$ cat src/rtl/alu_dispatch_pkg.sv
`timescale 1ns/1ps
// Shared definitions for the execute-stage dispatcher: opcodes, FSM states,
// opcode classes and the response record.
package alu_dispatch_pkg;

   localparam int unsigned DEFAULT_MD_TIMEOUT = 40;

   localparam logic [4:0] OP_ADD  = 5'b00000;
   localparam logic [4:0] OP_SUB  = 5'b00001;
   localparam logic [4:0] OP_AND  = 5'b00010;
   localparam logic [4:0] OP_OR   = 5'b00011;
   localparam logic [4:0] OP_SLL  = 5'b00100;
   localparam logic [4:0] OP_SRA  = 5'b00101;
   localparam logic [4:0] OP_MULT = 5'b00110;
   localparam logic [4:0] OP_DIV  = 5'b00111;

   typedef enum logic [1:0] {
      ST_IDLE    = 2'd0,
      ST_ALU     = 2'd1,
      ST_MD_WAIT = 2'd2,
      ST_RESP    = 2'd3
   } state_t;

   typedef enum logic [1:0] {
      CLS_ALU     = 2'd0,
      CLS_MULT    = 2'd1,
      CLS_DIV     = 2'd2,
      CLS_ILLEGAL = 2'd3
   } op_class_t;

   typedef struct packed {
      logic [31:0] result;
      logic        exception;
   } resp_t;

   function automatic op_class_t decode_class(input logic [4:0] opcode);
      op_class_t cls;
      case (opcode)
         OP_ADD, OP_SUB, OP_AND, OP_OR, OP_SLL, OP_SRA: cls = CLS_ALU;
         OP_MULT:                                       cls = CLS_MULT;
         OP_DIV:                                        cls = CLS_DIV;
         default:                                       cls = CLS_ILLEGAL;
      endcase
      return cls;
   endfunction

endpackage

$ cat src/rtl/alu_dispatch_timer.sv
`timescale 1ns/1ps
// Clearable saturating cycle counter; expired is high once the count reaches LIMIT.
module dispatch_timer
   import alu_dispatch_pkg::*;
#(
   parameter int unsigned LIMIT = DEFAULT_MD_TIMEOUT
) (
   input  logic clock,
   input  logic reset,
   input  logic clr,
   input  logic en,
   output logic expired
);

   localparam int unsigned W = $clog2(LIMIT + 1);
   localparam logic [W-1:0] LIMIT_W = W'(LIMIT);

   logic [W-1:0] count_q;
   logic [W-1:0] count_d;

   always_comb begin
      count_d = count_q;
      if (clr) begin
         count_d = '0;
      end else if (en && (count_q != LIMIT_W)) begin
         count_d = count_q + W'(1);
      end
   end

   always_ff @(posedge clock or posedge reset) begin
      if (reset) begin
         count_q <= '0;
      end else begin
         count_q <= count_d;
      end
   end

   assign expired = (count_q == LIMIT_W);

endmodule

$ cat src/rtl/alu_dispatch.sv
`timescale 1ns/1ps
// Execute-stage issue controller: routes one request to the ALU or mult/div unit,
// collects the result and offers it downstream on a valid/ready handshake.
module alu_dispatch
   import alu_dispatch_pkg::*;
#(
   parameter int unsigned MD_TIMEOUT = DEFAULT_MD_TIMEOUT
) (
   input  logic        clock,
   input  logic        reset,
   input  logic        in_valid,
   output logic        in_ready,
   input  logic [4:0]  in_opcode,
   input  logic [4:0]  in_shamt,
   input  logic [31:0] in_a,
   input  logic [31:0] in_b,
   output logic [31:0] alu_a,
   output logic [31:0] alu_b,
   output logic [4:0]  alu_shamt,
   output logic [2:0]  alu_sel,
   input  logic [31:0] alu_result,
   output logic        md_start,
   output logic        md_is_div,
   output logic [31:0] md_a,
   output logic [31:0] md_b,
   input  logic [31:0] md_result,
   input  logic        md_exception,
   input  logic        md_done,
   output logic        out_valid,
   input  logic        out_ready,
   output logic [31:0] out_result,
   output logic        out_exception
);

   state_t      state_q, state_d;
   op_class_t   in_class;
   logic        accept;
   logic        timer_expired;

   logic [31:0] alu_a_q, alu_a_d;
   logic [31:0] alu_b_q, alu_b_d;
   logic [4:0]  alu_shamt_q, alu_shamt_d;
   logic [2:0]  alu_sel_q, alu_sel_d;
   logic [31:0] md_a_q, md_a_d;
   logic [31:0] md_b_q, md_b_d;
   logic        md_start_q, md_start_d;
   logic        md_is_div_q, md_is_div_d;
   logic        out_valid_q, out_valid_d;
   resp_t       resp_q, resp_d;

   assign in_class = decode_class(in_opcode);
   assign in_ready = (state_q == ST_IDLE);
   assign accept   = in_valid && in_ready;

   // Counter restarts on every MD_WAIT entry because it is held clear elsewhere.
   dispatch_timer #(
      .LIMIT(MD_TIMEOUT)
   ) u_md_timer (
      .clock  (clock),
      .reset  (reset),
      .clr    (state_q != ST_MD_WAIT),
      .en     (state_q == ST_MD_WAIT),
      .expired(timer_expired)
   );

   // NOTE: sequential state uses non-blocking assignments so every flop samples pre-edge values.
   always_ff @(posedge clock or posedge reset) begin
      if (reset) begin
         state_q <= ST_IDLE;
      end else begin
         state_q <= state_d;
      end
   end

   // NOTE: each combinational output is defaulted first, so no branch can infer a latch.
   always_comb begin
      state_d = state_q;
      case (state_q)
         ST_IDLE: begin
            if (accept) begin
               case (in_class)
                  CLS_ALU:           state_d = ST_ALU;
                  CLS_MULT, CLS_DIV: state_d = ST_MD_WAIT;
                  default:           state_d = ST_RESP;
               endcase
            end
         end
         ST_ALU:     state_d = ST_RESP;
         ST_MD_WAIT: if (md_done || timer_expired) state_d = ST_RESP;
         ST_RESP:    if (out_ready) state_d = ST_IDLE;
         default:    state_d = ST_IDLE;
      endcase
   end

   always_comb begin
      alu_a_d     = alu_a_q;
      alu_b_d     = alu_b_q;
      alu_shamt_d = alu_shamt_q;
      alu_sel_d   = alu_sel_q;
      md_a_d      = md_a_q;
      md_b_d      = md_b_q;
      md_is_div_d = md_is_div_q;
      resp_d      = resp_q;
      md_start_d  = 1'b0;
      out_valid_d = (state_d == ST_RESP);
      case (state_q)
         ST_IDLE: begin
            if (accept) begin
               alu_a_d     = in_a;
               alu_b_d     = in_b;
               alu_shamt_d = in_shamt;
               alu_sel_d   = in_opcode[2:0];
               md_a_d      = in_a;
               md_b_d      = in_b;
               md_is_div_d = (in_class == CLS_DIV);
               md_start_d  = (in_class == CLS_MULT) || (in_class == CLS_DIV);
               if (in_class == CLS_ILLEGAL) begin
                  resp_d = '{result: 32'd0, exception: 1'b1};
               end
            end
         end
         ST_ALU: begin
            resp_d = '{result: alu_result, exception: 1'b0};
         end
         ST_MD_WAIT: begin
            // A completion coinciding with the timeout still delivers its result.
            if (md_done) begin
               resp_d = '{result: md_result, exception: md_exception};
            end else if (timer_expired) begin
               resp_d = '{result: 32'd0, exception: 1'b1};
            end
         end
         default: ;
      endcase
   end

   always_ff @(posedge clock or posedge reset) begin
      if (reset) begin
         alu_a_q     <= '0;
         alu_b_q     <= '0;
         alu_shamt_q <= '0;
         alu_sel_q   <= '0;
         md_a_q      <= '0;
         md_b_q      <= '0;
         md_start_q  <= 1'b0;
         md_is_div_q <= 1'b0;
         out_valid_q <= 1'b0;
         resp_q      <= '0;
      end else begin
         alu_a_q     <= alu_a_d;
         alu_b_q     <= alu_b_d;
         alu_shamt_q <= alu_shamt_d;
         alu_sel_q   <= alu_sel_d;
         md_a_q      <= md_a_d;
         md_b_q      <= md_b_d;
         md_start_q  <= md_start_d;
         md_is_div_q <= md_is_div_d;
         out_valid_q <= out_valid_d;
         resp_q      <= resp_d;
      end
   end

   assign alu_a         = alu_a_q;
   assign alu_b         = alu_b_q;
   assign alu_shamt     = alu_shamt_q;
   assign alu_sel       = alu_sel_q;
   assign md_a          = md_a_q;
   assign md_b          = md_b_q;
   assign md_start      = md_start_q;
   assign md_is_div     = md_is_div_q;
   assign out_valid     = out_valid_q;
   assign out_result    = resp_q.result;
   assign out_exception = resp_q.exception;

endmodule
$ cat config.mk
export PLATFORM = sky130hd
export DESIGN_NAME = alu_dispatch
export DESIGN_NICKNAME = d
export VERILOG_FILES = /design/src/rtl/alu_dispatch_pkg.sv /design/src/rtl/alu_dispatch_timer.sv /design/src/rtl/alu_dispatch.sv
export SDC_FILE = /design/constraint.sdc
export NUM_CORES = 1
export LEC_CHECK = 0
export BUFFER_PORTS_ARGS = -buffer_cell sky130_fd_sc_hd__buf_2
export CAP_MARGIN = 15
export CORE_ASPECT_RATIO = 0.8
export CORE_MARGIN = 5
export CORE_UTILIZATION = 45
export DETAILED_ROUTE_END_ITERATION = 6
export HOLD_SLACK_MARGIN = 0.02
export PLACE_DENSITY = 0.88
export SLEW_MARGIN = 15
export SYNTH_ARGS = -nofsm -noshare
export SYNTH_HDL_FRONTEND = slang
export SYNTH_HIERARCHICAL = 1
export SYNTH_SLANG_ARGS = --single-unit
$ cat constraint.sdc
create_clock -name clock -period 3.8 [get_ports clock]
set_input_delay 0.19 -clock clock [delete_from_list [all_inputs] [get_ports clock]]
set_output_delay 0.19 -clock clock [all_outputs]
set_load 0.02 [all_outputs]
==> metrics.md <==
| Metric | Value |
|---|---|
| Pre-Repair DR Iteration Count | `4` |
| First-pass GRT wire length | `25730 um` |
| DR WL met2 | `8557 um` |
| CTS sink cnt | `approximately 120` |
| Yosys warns | `6` |
| Wl on met1 | `roughly 6500 um` |
| R2R cell count | `5` |
| Initial antenna violation count | `0` |
| Highest routed layer | `met4` |
| Lkg Pwr | `0.004056 uW` |
| Critical Path Start | `state_q[0]$_DFF_PP0_` |
| Hold path start | `in_b[15]` |
| CTS tree | `yes` |
| Avg Inst Size Synth | `about 13 sq um` |
| Wirelength, routed | `around 17000 um` |
| Critical setup path kind | `reg -> reg` |
| CP Max Fanout | `47` |
| FP Rows | `36` |
| Max cap viols | `0` |
| CTS Root Buffer Type | `clkbuf_16` |
| Final Cycle Share | `0.6770` |
| GRT overflow | `0` |
| I/O Buffers | `316` |
| Die width | `between 100 and 150 um` |
| Worst VDD drop | `between 0.6 and 0.7 mV` |
| GPL Wtd Cong | `0.7932` |
| Most instantiated library cell after synthesis | `dfrtp_1` |
| Crit. End Element | `flip-flop` |
| Starting Density | `0.4652` |
| N_diodes | `0` |
| Layout Skew | `between 10 and 15 ps` |
| DR iter-0 viols | `around 170` |
| DPL Wire Length | `between 10000 and 15000 um` |
| Largest net degree at the start of global routing | `75` |
| Final Util | `0.6503` |
| Synth area leader | `dfrtp_1` |
| Final nets | `901` |
| Post-synth EDFFs | `0` |
| Hold_buf cts | `51` |
| Top cells by count, synth | `dfrtp_1 (116), mux2_2 (105), buf_4 (65), nor2b_1 (34), a32oi_1 (32)` |
| Residual DRC count | `0` |
| Final Hold Fails | `0` |
| Fmax | `between 0.3 and 0.4 GHz` |
| Avg WL per Cell | `17.82 um` |
| Fin. max-slew vios | `0` |
| Core box area | `0.01230 sq mm` |
| Post-synth cell types | `41` |
| Worst path arrival time | `2840 ps` |
| H-tree levels | `4` |
| DIE AREA | `0.01508 sq mm` |
| Post-CTS Setup Bufs | `0` |
| Fin crit period | `about 2600 ps` |
| Slew HR | `0.3380` |
| Synthesized net count | `between 600 and 700` |
| Worst R2R Start | `state_q[0]$_DFF_PP0_` |
| Post-synthesis sequential area ratio | `0.5074` |
| Worst Hold Depth | `2` |
| Setup TNS | `0 ps` |
| CTS Buf Count | `17` |
| Worst Max-Slew Pin Slew | `993.0 ps` |
| Num ports | `between 300 and 400` |
| Layout cells sized above 1 | `0.6061` |
| Number of fillers in the final layout | `about 950` |
| Clock slew at reported path FFs | `50 ps` |
| Area contributors post-synth | `dfrtp_1 (51%), mux2_2 (21%), buf_4 (8.5%), a32oi_1 (4.9%), nor2b_1 (3.7%)` |
| Status | `finished clean` |
| Setup violations, final | `0` |
| Area growth, synth to finish | `39.79%` |
| Ys flop type | `dfrtp_1` |
| Die height | `110.8 um` |
| RSZ-0062 raised after global routing | `false` |
| Async S/R FF share, synth | `1.000` |
| Resized Gates After CTS | `0` |
| Number of vias per cell | `around 5` |
| Vias in the first global route | `4864` |
| Via count | `4565` |
| Clock Latency Late Sink | `400 ps` |
| Worst setup SP type | `flip-flop` |
| Critical Path RT | `4070 ps` |
| Hold Path Class | `in -> reg` |
| Clk buf depth | `2` |
| Seq cells post-synth | `~120` |
| Syn Std Cell Area | `0.005720 sq mm` |
| GRT Total Usage | `0.2147` |
| Syn Inst Count | `451` |
| P per Cell Area | `905.0 mW/mm^2` |
| Met3 WL | `1278 um` |
| Antenna-violating nets left | `0` |
| Synth top area share | `0.5074` |
==> path summary, 6_finish.rpt <==
| path | end | slack, ps |
|---|---|---|
| hold reg to reg | out_result[1]$_DFFE_PP0P_ | 490 |
| setup / recovery | out_result[10]$_DFFE_PP0P_ | 1230 |
| setup reg to reg | out_result[10]$_DFFE_PP0P_ | 1230 |
| hold / removal | md_b[15]$_DFFE_PP0P_ | 40 |
| max in group asynchronous | md_a[9]$_DFFE_PP0P_ | 2400 |
| min in group asynchronous | u_md_timer/count_q[0]$_DFFE_PP0P_ | 290 |
==> kinds of logic after synthesis <==
logic type,Yosys count,share of synthesized area
adder cells (fa/ha/maj),9,0.01969
AND/OR/NAND/NOR,67,0.06934
flip-flops,116,0.5074
multiplexers,108,0.2122
AO/OA/AOI/OAI,46,0.07174
XOR/XNOR,2,0.003063
buffers and inverters,103,0.1166
==> cell type report <==
cell class              instances  area [sq um]  share of cell area
clock inverters                 9         81.33             0.01017
well taps                     171         214.0             0.02676
inverters                      10         40.04            0.005007
multi-input cells             232          2163              0.2705
clock buffers                  21         470.5             0.05883
repair buffers                371          2125              0.2657
flip-flops and latches        116          2903              0.3630
==> flip-flops by register name, summed over array words and instances (netlist names) <==
register            cells
md_is_div               1
out_result             32
out_valid               1
md_a                   32
alu_sel                 3
state_q                 2
md_start                1
u_md_timer/count_q      6
alu_shamt               5
out_exception           1
md_b                   32
==> critical path: stages, from the launching register on <==
cell and delay (ps):
dfrtp_1 460, inv_1 100, ha_2 470, a221oi_4 590, buf_4 430, mux2_2 390
==> report_power, final <==
group / total, uW / leakage (uW) / internal [uW] / switching, uW
Combinational: 3670 / 0.00234 / 1470 / 2200
Clock: 1480 / 0.000267 / 939 / 543
Sequential: 2090 / 0.00145 / 1730 / 355
Total: 7240 / 0.00406 / 4140 / 3100
==> placed cells by master, fill, tap and decap left out, types with 2 or more instances in the layout <==
cell type,n
nor3_1,3
inv_1,9
nor2_1,7
nand2_1,9
nand4_1,2
mux2i_1,2
clkinv_2,4
dfrtp_1,116
dlygate4sd3_1,52
buf_2,316
clkinvlp_4,3
a32oi_1,32
nand4b_1,2
clkbuf_16,17
ha_2,2
a21oi_1,2
mux2_2,105
xor2_1,2
clkbuf_8,3
nor2b_1,34
o2bb2ai_1,2
buf_4,3
ha_1,7
==> through the flow <==
step                instances  instance area, sq um  setup WS [ps]  hold WS, ps  total power (uW)
finish                    930                  7996           1227        37.66              7237
global route              930                  7996           1050        21.54              7619
CTS                       929                  7984           1215        20.29              7245
detailed placement        848                  6922           1213        150.2              5707
global placement          848                  6922           1294        145.3              5614
floorplan                 451                  5720          707.7       -19.04              4978
==> per-layer routing <==
| metal | vias up | track usage |
|---|---|---|
| li1 | 2130 | - |
| met1 | 2205 | 0.2524 |
| met2 | 210 | 0.3788 |
| met3 | 20 | 0.06352 |
| met4 | 0 | 0.05977 |
| met5 | - | 0 |
Power figures use the tool's default switching activity.
